`src/rtl/fetch_queue.sv`:
```
// Instruction fetch front end: reads 32-bit words, splits them into big-endian
// 16-bit parcels and queues them with their PCs for the decoder.
module fetch_queue #(
  parameter int                    DATA_WIDTH = 32,
  parameter logic [DATA_WIDTH-1:0] RESET_PC   = '0,
  parameter int                    QDEPTH     = 4
) (
  input  logic                  clk,
  input  logic                  rst,
  input  logic                  redirect,
  input  logic [DATA_WIDTH-1:0] redirect_pc,
  output logic                  mem_req,
  output logic [DATA_WIDTH-1:0] mem_addr,
  input  logic                  mem_ack,
  input  logic [31:0]           mem_data,
  input  logic                  d_ready,
  output logic                  opready,
  output logic [15:0]           op,
  output logic [DATA_WIDTH-1:0] pc_f,
  output logic [DATA_WIDTH-1:0] pcnext
);

  localparam int PW = $clog2(QDEPTH);
  localparam int CW = PW + 1;
  localparam logic [DATA_WIDTH-1:0] WORD_MASK = ~DATA_WIDTH'(3);
  localparam logic [DATA_WIDTH-1:0] HALF_MASK = ~DATA_WIDTH'(1);

  logic [15:0]           q_op [QDEPTH];
  logic [DATA_WIDTH-1:0] q_pc [QDEPTH];

  logic [PW-1:0]         head_reg, tail_reg, tail_second;
  logic [CW-1:0]         count_reg, count_next, push_cnt;
  logic [DATA_WIDTH-1:0] fpc_reg, addr_reg;
  logic                  busy_reg, drop_reg;
  logic [15:0]           op_hold_reg;
  logic [DATA_WIDTH-1:0] pc_hold_reg;

  logic                  empty, issue, ack, push_en, push_two, pop;
  logic [15:0]           first_op;
  logic [DATA_WIDTH-1:0] first_pc, second_pc;

  assign empty    = (count_reg == '0);
  // A redirect never issues with the stale fetch PC; the new PC issues next cycle.
  assign issue    = !busy_reg && !redirect && (count_reg <= CW'(QDEPTH - 2));
  assign mem_req  = !rst && (busy_reg || issue);
  assign mem_addr = busy_reg ? addr_reg : (fpc_reg & WORD_MASK);
  assign ack      = mem_req && mem_ack;
  assign push_en  = ack && !drop_reg && !redirect;
  assign push_two = !fpc_reg[1];

  assign opready  = !empty && d_ready && !redirect;
  assign pop      = opready;

  assign push_cnt    = push_en ? (push_two ? CW'(2) : CW'(1)) : '0;
  assign count_next  = count_reg + push_cnt - CW'(pop);
  assign tail_second = tail_reg + PW'(1);

  assign second_pc = mem_addr + DATA_WIDTH'(2);
  assign first_op  = push_two ? mem_data[31:16] : mem_data[15:0];
  assign first_pc  = push_two ? mem_addr : second_pc;

  generate
    for (genvar gi = 0; gi < QDEPTH; gi++) begin : g_entry
      logic [15:0]           op_reg;
      logic [DATA_WIDTH-1:0] pc_reg;
      logic                  we_first, we_second;

      assign we_first  = push_en && (tail_reg == PW'(gi));
      assign we_second = push_en && push_two && (tail_second == PW'(gi));

      always_ff @(posedge clk) begin
        if (we_first) begin
          op_reg <= first_op;
          pc_reg <= first_pc;
        end else if (we_second) begin
          op_reg <= mem_data[15:0];
          pc_reg <= second_pc;
        end
      end

      assign q_op[gi] = op_reg;
      assign q_pc[gi] = pc_reg;
    end
  endgenerate

  always_ff @(posedge clk) begin
    if (rst) begin
      head_reg    <= '0;
      tail_reg    <= '0;
      count_reg   <= '0;
      fpc_reg     <= RESET_PC;
      addr_reg    <= RESET_PC & WORD_MASK;
      busy_reg    <= 1'b0;
      drop_reg    <= 1'b0;
      op_hold_reg <= '0;
      pc_hold_reg <= RESET_PC;
    end else begin
      busy_reg <= (busy_reg || issue) && !mem_ack;
      if (!busy_reg) begin
        addr_reg <= mem_addr;
      end

      if (ack) begin
        drop_reg <= 1'b0;
      end else if (redirect && busy_reg) begin
        drop_reg <= 1'b1;
      end

      // Both odd and even starts resume at the word after the one just fetched.
      if (redirect) begin
        fpc_reg <= redirect_pc & HALF_MASK;
      end else if (push_en) begin
        fpc_reg <= mem_addr + DATA_WIDTH'(4);
      end

      if (redirect) begin
        head_reg  <= '0;
        tail_reg  <= '0;
        count_reg <= '0;
      end else begin
        head_reg  <= head_reg + PW'(pop);
        tail_reg  <= tail_reg + PW'(push_cnt);
        count_reg <= count_next;
      end

      if (!empty) begin
        op_hold_reg <= q_op[head_reg];
        pc_hold_reg <= q_pc[head_reg];
      end
    end
  end

  assign op     = empty ? op_hold_reg : q_op[head_reg];
  assign pc_f   = empty ? pc_hold_reg : q_pc[head_reg];
  assign pcnext = pc_f + DATA_WIDTH'(2);

endmodule

```
`config.mk`:
```
export PLATFORM = sky130hd
export DESIGN_NAME = fetch_queue
export DESIGN_NICKNAME = d
export VERILOG_FILES = /design/src/rtl/fetch_queue.sv
export SDC_FILE = /design/constraint.sdc
export NUM_CORES = 1
export LEC_CHECK = 0
export CAP_MARGIN = 0
export CELL_PAD_IN_SITES_DETAIL_PLACEMENT = 0
export CELL_PAD_IN_SITES_GLOBAL_PLACEMENT = 1
export CORE_MARGIN = 2
export CORE_UTILIZATION = 45
export CTS_BUF_LIST = sky130_fd_sc_hd__clkbuf_16
export DETAILED_ROUTE_END_ITERATION = 12
export MAX_ROUTING_LAYER = met4
export PLACE_DENSITY_LB_ADDON = 0.1
export SLEW_MARGIN = 20
export SYNTH_ARGS = -nofsm -noshare
export SYNTH_HDL_FRONTEND = slang
export SYNTH_SLANG_ARGS = --single-unit
```
`constraint.sdc`:
```
create_clock -name clk -period 8.2 [get_ports clk]
set_input_delay 1.23 -clock clk [delete_from_list [all_inputs] [get_ports clk]]
set_output_delay 1.23 -clock clk [all_outputs]
set_load 0.01 [all_outputs]
```
==> results of run 1 <==
power by group through the flow:
stage / clock network (mW) / registers, mW / logic [mW]
2_1_floorplan: 0 / 1.77 / 0.289
4_1_cts: 1.59 / 1.74 / 0.521
3_3_place_gp: 0 / 1.78 / 0.512
5_1_grt: 1.65 / 1.75 / 0.562
3_5_place_dp: 0 / 1.78 / 0.518
6_report: 1.56 / 1.74 / 0.518
worst min-delay path, stage by stage, from the launching register on:
cell	delay, ps
dfxtp_1	290
nand2_1	60
a21oi_1	50
area by class of cell:
type | count | area (sq um)
fill | 3156 | 15840
sequential | 312 | 8177
multi-input combinational | 1119 | 7393
timing repair buffer | 211 | 2079
clock buffer | 36 | 900.9
tap | 461 | 576.8
inverter | 73 | 274.0
clock inverter | 28 | 240.2
metal layers:
layer | vias to the layer above | GRT usage, % | share of wire, %
met5 | - | - | 0
met4 | 0 | 5.683 | 1.9
met3 | 60 | 3.374 | 7.0
met2 | 430 | 38.80 | 46
met1 | 5817 | 34.76 | 45
li1 | 5853 | - | -
per-stage QoR:
step           area (sq um)  instances
2_1_floorplan         16200       1590
3_3_place_gp          18490       2175
3_5_place_dp          18490       2175
4_1_cts               19630       2239
5_1_grt               19640       2240
6_report              19640       2240
cells in the mapped netlist (4+ instances only):
library cell  instances
buf_4                 5
or3_1                 7
o211a_1               9
dfxtp_1             120
nand3b_1             14
o211ai_1              4
nor3_2                5
nand3_1              39
mux4_2               46
nor3_1               19
inv_2                 5
nand2_1             363
and3_1                6
inv_1                62
nand4_2               4
o21ai_1              10
xnor2_1             153
buf_2                14
o21ai_0              34
nor2_1              165
edfxtp_1            192
buf_6                 4
and2_1               18
nor4_2                4
clkinv_1              6
a21oi_1              49
nand4_1              18
buf_1                10
ha_1                  8
xor2_1                4
a211oi_1              8
a221oi_1              5
nor2b_1               5
clkbuf_1             51
o31ai_1               5
mux2i_1              51
cell families (layout without fill, tap and decap cells):
| group | after synthesis | count (layout) | synth area share [%] |
|---|---|---|---|
| compound gates | 163 | 163 | 7.060 |
| buf+inv | 159 | 348 | 4.264 |
| flops | 312 | 312 | 50.42 |
| simple gates | 686 | 686 | 18.75 |
| xor+xnor | 157 | 157 | 8.489 |
| mux | 104 | 104 | 10.27 |
| fa+ha+maj | 9 | 9 | 0.7416 |
how the worst min path moves through the flow:
stage / start / endpoint / cells past startpoint
3_3_place_gp: op_hold_reg[5] / op_hold_reg[5] / 2
3_5_place_dp: op_hold_reg[10] / op_hold_reg[10] / 2
6_report: op_hold_reg[4] / op_hold_reg[4] / 2
2_1_floorplan: op_hold_reg[0] / op_hold_reg[0] / 2
5_1_grt: op_hold_reg[14] / op_hold_reg[14] / 2
4_1_cts: op_hold_reg[10] / op_hold_reg[10] / 2
==> run metrics, run 1 <==
status completed; dominant cell type by area after synthesis edfxtp_1; dpl ws 2632 ps; Max transition margin 19.98%; worst-path fanout max 33; CTS clock-pin slew for the worst setup and hold paths 60 ps; syn_nets 1,668; Final Cycle Share 73.77%; Slew Limit Fails 0; synthesized area 0.01620 sq mm; post-layout util 55.35%; top-area cell type share of the netlist area 35.59%; Max Fclk 0.1653 GHz; Final setup viols 0; first-pass GRT wire length 70,060 um; Worst Max-Slew Pin Slew 1197 ps; Internal 2.881 mW; power share of the sequential group 45.6%; vias in the first global route 11,855; total wire length 45,960 um; synthesized instance count 1,590; initial antenna violation count 0; Initial Util 45.65%; WP depth 11; CTS tree done; kind of critical path reg -> out; fraction of layout instances using a drive strength above 1 9.837%; setup TNS 0 ps; IR drop worst, VDD 0.1380 mV; class of the worst hold path reg -> reg; Comb pwr share 13.5%; WP data required 6970 ps; htree depth 2; TritonCTS Buffers 35; Via density 5.429; max reg flops 128; hold buffers post-CTS 0; die width 193.7 um; # diodes 0; Crit-path slowest cell or3_2; Reg-to-Reg Start busy_reg; drt first pass iters 8; drt wl/cell 20.52 um; CP endpoint pcnext[29]; YS warnings 0; hpwl dp 30,530 um; commonest non-fill, non-tap cell in the layout nand2_1; post-synthesis sequential area ratio 50.42%; IO Port Bufs 181; Hold Violations, Final 0; antenna-violating nets left 0; GRT overflow 0; max incr delay on CP 890 ps; Reg2Reg Capture Point g_entry[2].pc_reg[26]; setup ws final 2151 ps; Row Count 69; Worst EP arrival 4820 ps; Synth cell types 78; Crit path buffers/inverters 2; clock buffer depth 3; most frequent cells in the layout nand2_1, edfxtp_1, clkdlybuf4s50_1, nor2_1, xnor2_1; initial DRC count 984; Leakage 7.251 nW; Worst path top cell family by delay simple AND/OR/NAND/NOR gates; Area Growth Syn to Fin 21.26%; pwr dens 194.8 mW/mm^2; clock latency on the worst-skew pair 520 ps; Most used DFF post-synth edfxtp_1; minimum hold slack 457.4 ps; Via Count 12,160; DR DRC count 0; Num Clock Sinks 312; Clock power frac 40.9%; Tmin final 6049 ps; die height 193.7 um; die area 0.03753 sq mm; Worst Setup SP count_reg[0]; synth top area cells edfxtp_1, dfxtp_1, nand2_1, xnor2_1, mux4_2; RSZ-0062 raised after global routing no; fin nets 1,830; fraction of registers with async set/reset 0%; largest net degree at the start of global routing 64; Syn Area/Cell 10.19 sq um; number of max-cap violations 0; root buf cell clkbuf_16; # IOs 183; Tot Pwr 3.826 mW; Post-CTS Resized 0; Switch Pwr 0.9447 mW; synthesis-stage register bit count 312; Placer Congestion 0.8531; R2R depth 10; Worst Setup End Kind primary output; crit path cell chain or3_2, mux2i_1, inv_1, ha_1, o31a_1, nand4_1, a221oi_4, nand3_2, nor4_2, xnor2_1, clkdlybuf4s50_1; clock skew 20.08 ps; EDFF count, synth 192; Switching Share 24.69%; R2R Setup Slk 3570 ps; CP startpoint kind flip-flop; post-CTS setup buffer count 0; gr usage total 24.90%; Core Area 0.03548 sq mm
(Power assumes the default switching activity.)
==> run 2: changes to the inputs <==
--- a/config.mk
+++ b/config.mk
@@ -9,7 +9,7 @@
 export CELL_PAD_IN_SITES_DETAIL_PLACEMENT = 0
 export CELL_PAD_IN_SITES_GLOBAL_PLACEMENT = 1
 export CORE_MARGIN = 2
-export CORE_UTILIZATION = 45
+export CORE_UTILIZATION = 40
 export CTS_BUF_LIST = sky130_fd_sc_hd__clkbuf_16
 export DETAILED_ROUTE_END_ITERATION = 12
 export MAX_ROUTING_LAYER = met4
==> constraint.sdc (replaced) <==
create_clock -name clk -period 4.9 [get_ports clk]
set_input_delay 0.735 -clock clk [delete_from_list [all_inputs] [get_ports clk]]
set_output_delay 0.735 -clock clk [all_outputs]
set_load 0.01 [all_outputs]
==> run 2 against run 1 <==
Against the previous run: non-clock buffer count up 30; cell count up 4.3%; register-to-register slack worse by 2200 ps; worst setup slack worse by 1800 ps; clock power up 76%; flip-flop and latch count unchanged; design area up 2.0%; sequential power up 68%; first-iteration DRC count down 8.8%.
==> run metrics, run 2 (synthesis gave the netlist of run 1 again) <==
Placer Congestion 0.8323; max incr delay on CP 550 ps; Crit path buffers/inverters 4; CTS clock-pin slew for the worst setup and hold paths 60 ps; commonest non-fill, non-tap cell in the layout nand2_1; setup TNS 0 ps; most frequent cell on the critical path buf_4; first-pass GRT wire length 71,410 um; drt first pass iters 5; class of the worst hold path reg -> reg; Area Growth Syn to Fin 23.69%; Worst Max-Slew Pin Slew 1086 ps; Final Cycle Share 93.14%; IO Port Bufs 181; fraction of layout instances using a drive strength above 1 11.55%; vias in the first global route 11,852; drt wl/cell 20.08 um; Filler cells 3,677; most frequent cells in the layout nand2_1, edfxtp_1, clkdlybuf4s50_1, nor2_1, xnor2_1; kind of critical path reg -> out; pwr dens 327.5 mW/mm^2; max reg flops 128; Slew Limit Fails 0; dpl cells 2,267; DR DRC count 0; htree depth 2; fin nets 1,861; Num Clock Sinks 312; total wire length 46,930 um; clock buffer depth 3; CP startpoint kind flip-flop; # IOs 183; Multi-input gate area 0.007426 sq mm; hpwl dp 32,210 um; WP data required 4160 ps; Via density 5.165; Hold Violations, Final 0; Leakage 7.460 nW; worst-path fanout max 6; root buf cell clkbuf_16; IR drop worst, VDD 0.1773 mV; Tmin final 4564 ps; initial antenna violation count 1; crit path cell chain or3_4, mux2i_1, buf_4, inv_1, ha_1, o31a_1, nand4_1, a221oi_4, buf_4, nand3_4, nor4_4, xnor2_1, clkdlybuf4s50_1; RSZ-0062 raised after global routing no; Core Area 0.03982 sq mm; clock latency on the worst-skew pair 530 ps; initial DRC count 897; Worst EP arrival 3830 ps; Crit-path slowest cell clkdlybuf4s50_1; GRT overflow 0; TritonCTS Buffers 36; Worst path top cell family by delay simple AND/OR/NAND/NOR gates; die width 205.2 um; die height 205.2 um; gr usage total 23.28%; clock skew 17.14 ps; Register Area 0.008174 sq mm; Initial Util 40.67%; Via Count 12,070; fin cells 2,337; Max Fclk 0.2191 GHz; die area 0.04212 sq mm; Row Count 73; Max transition margin 25.56%; status completed; Worst Setup End Kind primary output; antenna-violating nets left 0; number of max-cap violations 0; largest net degree at the start of global routing 69; CTS tree done; post-layout util 50.31%; Final setup viols 0; Tot Pwr 6.561 mW
-- run 2: stage by stage --
step	setup WS (ps)	area, sq um	hold WS (ps)
floorplan	762.7	16210	439.9
global placement	623.6	18770	447.5
CTS	24.23	19980	460.6
finish	336.1	20040	459.6
detailed placement	596.0	18770	452.6
global route	112.5	20040	489.1
-- run 2: worst paths after layout --
| check | start | end | slack (ps) | depth (start not counted) |
|---|---|---|---|---|
| max reg2reg | busy_reg | g_entry[3].pc_reg[26] | 1330 | 9 |
| max | count_reg[0] | pcnext[29] | 340 | 13 |
| min | pc_hold_reg[0] | pc_hold_reg[0] | 460 | 2 |
| min reg2reg | pc_hold_reg[0] | pc_hold_reg[0] | 460 | 2 |
-- run 2: layout make-up --
type	count	area share, %
antenna	2	0.02498
clock buffer	37	4.621
clock inverter	28	1.443
inverter	73	1.368
multi-input combinational	1119	37.06
sequential	312	40.80
tap	525	3.279
timing repair buffer	241	11.40
-- run 2: power by group --
group,switching (mW),leakage (nW),internal (mW)
sequential,0.0400,2.74,2.88
combinational,0.479,4.10,0.411
clock,1.07,0.619,1.69
total,1.59,7.46,4.98
-- run 2: worst reg2reg max path: stages (launching register included) --
cell and delay [ps]:
dfxtp_2 340, mux2i_1 220, inv_1 260, ha_1 340, nand2_1 130, nor3_1 640, o2111ai_1 490, nor3_1 510
xnor2_1 250, o21ai_1 130
-- run 2: metal layers --
layer  GRT usage (%)  vias to the layer above  part of all wire, %
met2           35.79                      320                   46
met3           2.772                       47                  4.6
li1                -                     5893                    -
met5               -                        -                    0
met1           33.06                     5810                   48
met4           5.447                        0                  1.5
-- run 2: timing repair --
action | CTS | global route
buffers inserted | 0 | 3
hold buffers | 0 | 0
resized for setup | 0 | 4
endpoints found under the setup margin | 0 | 3
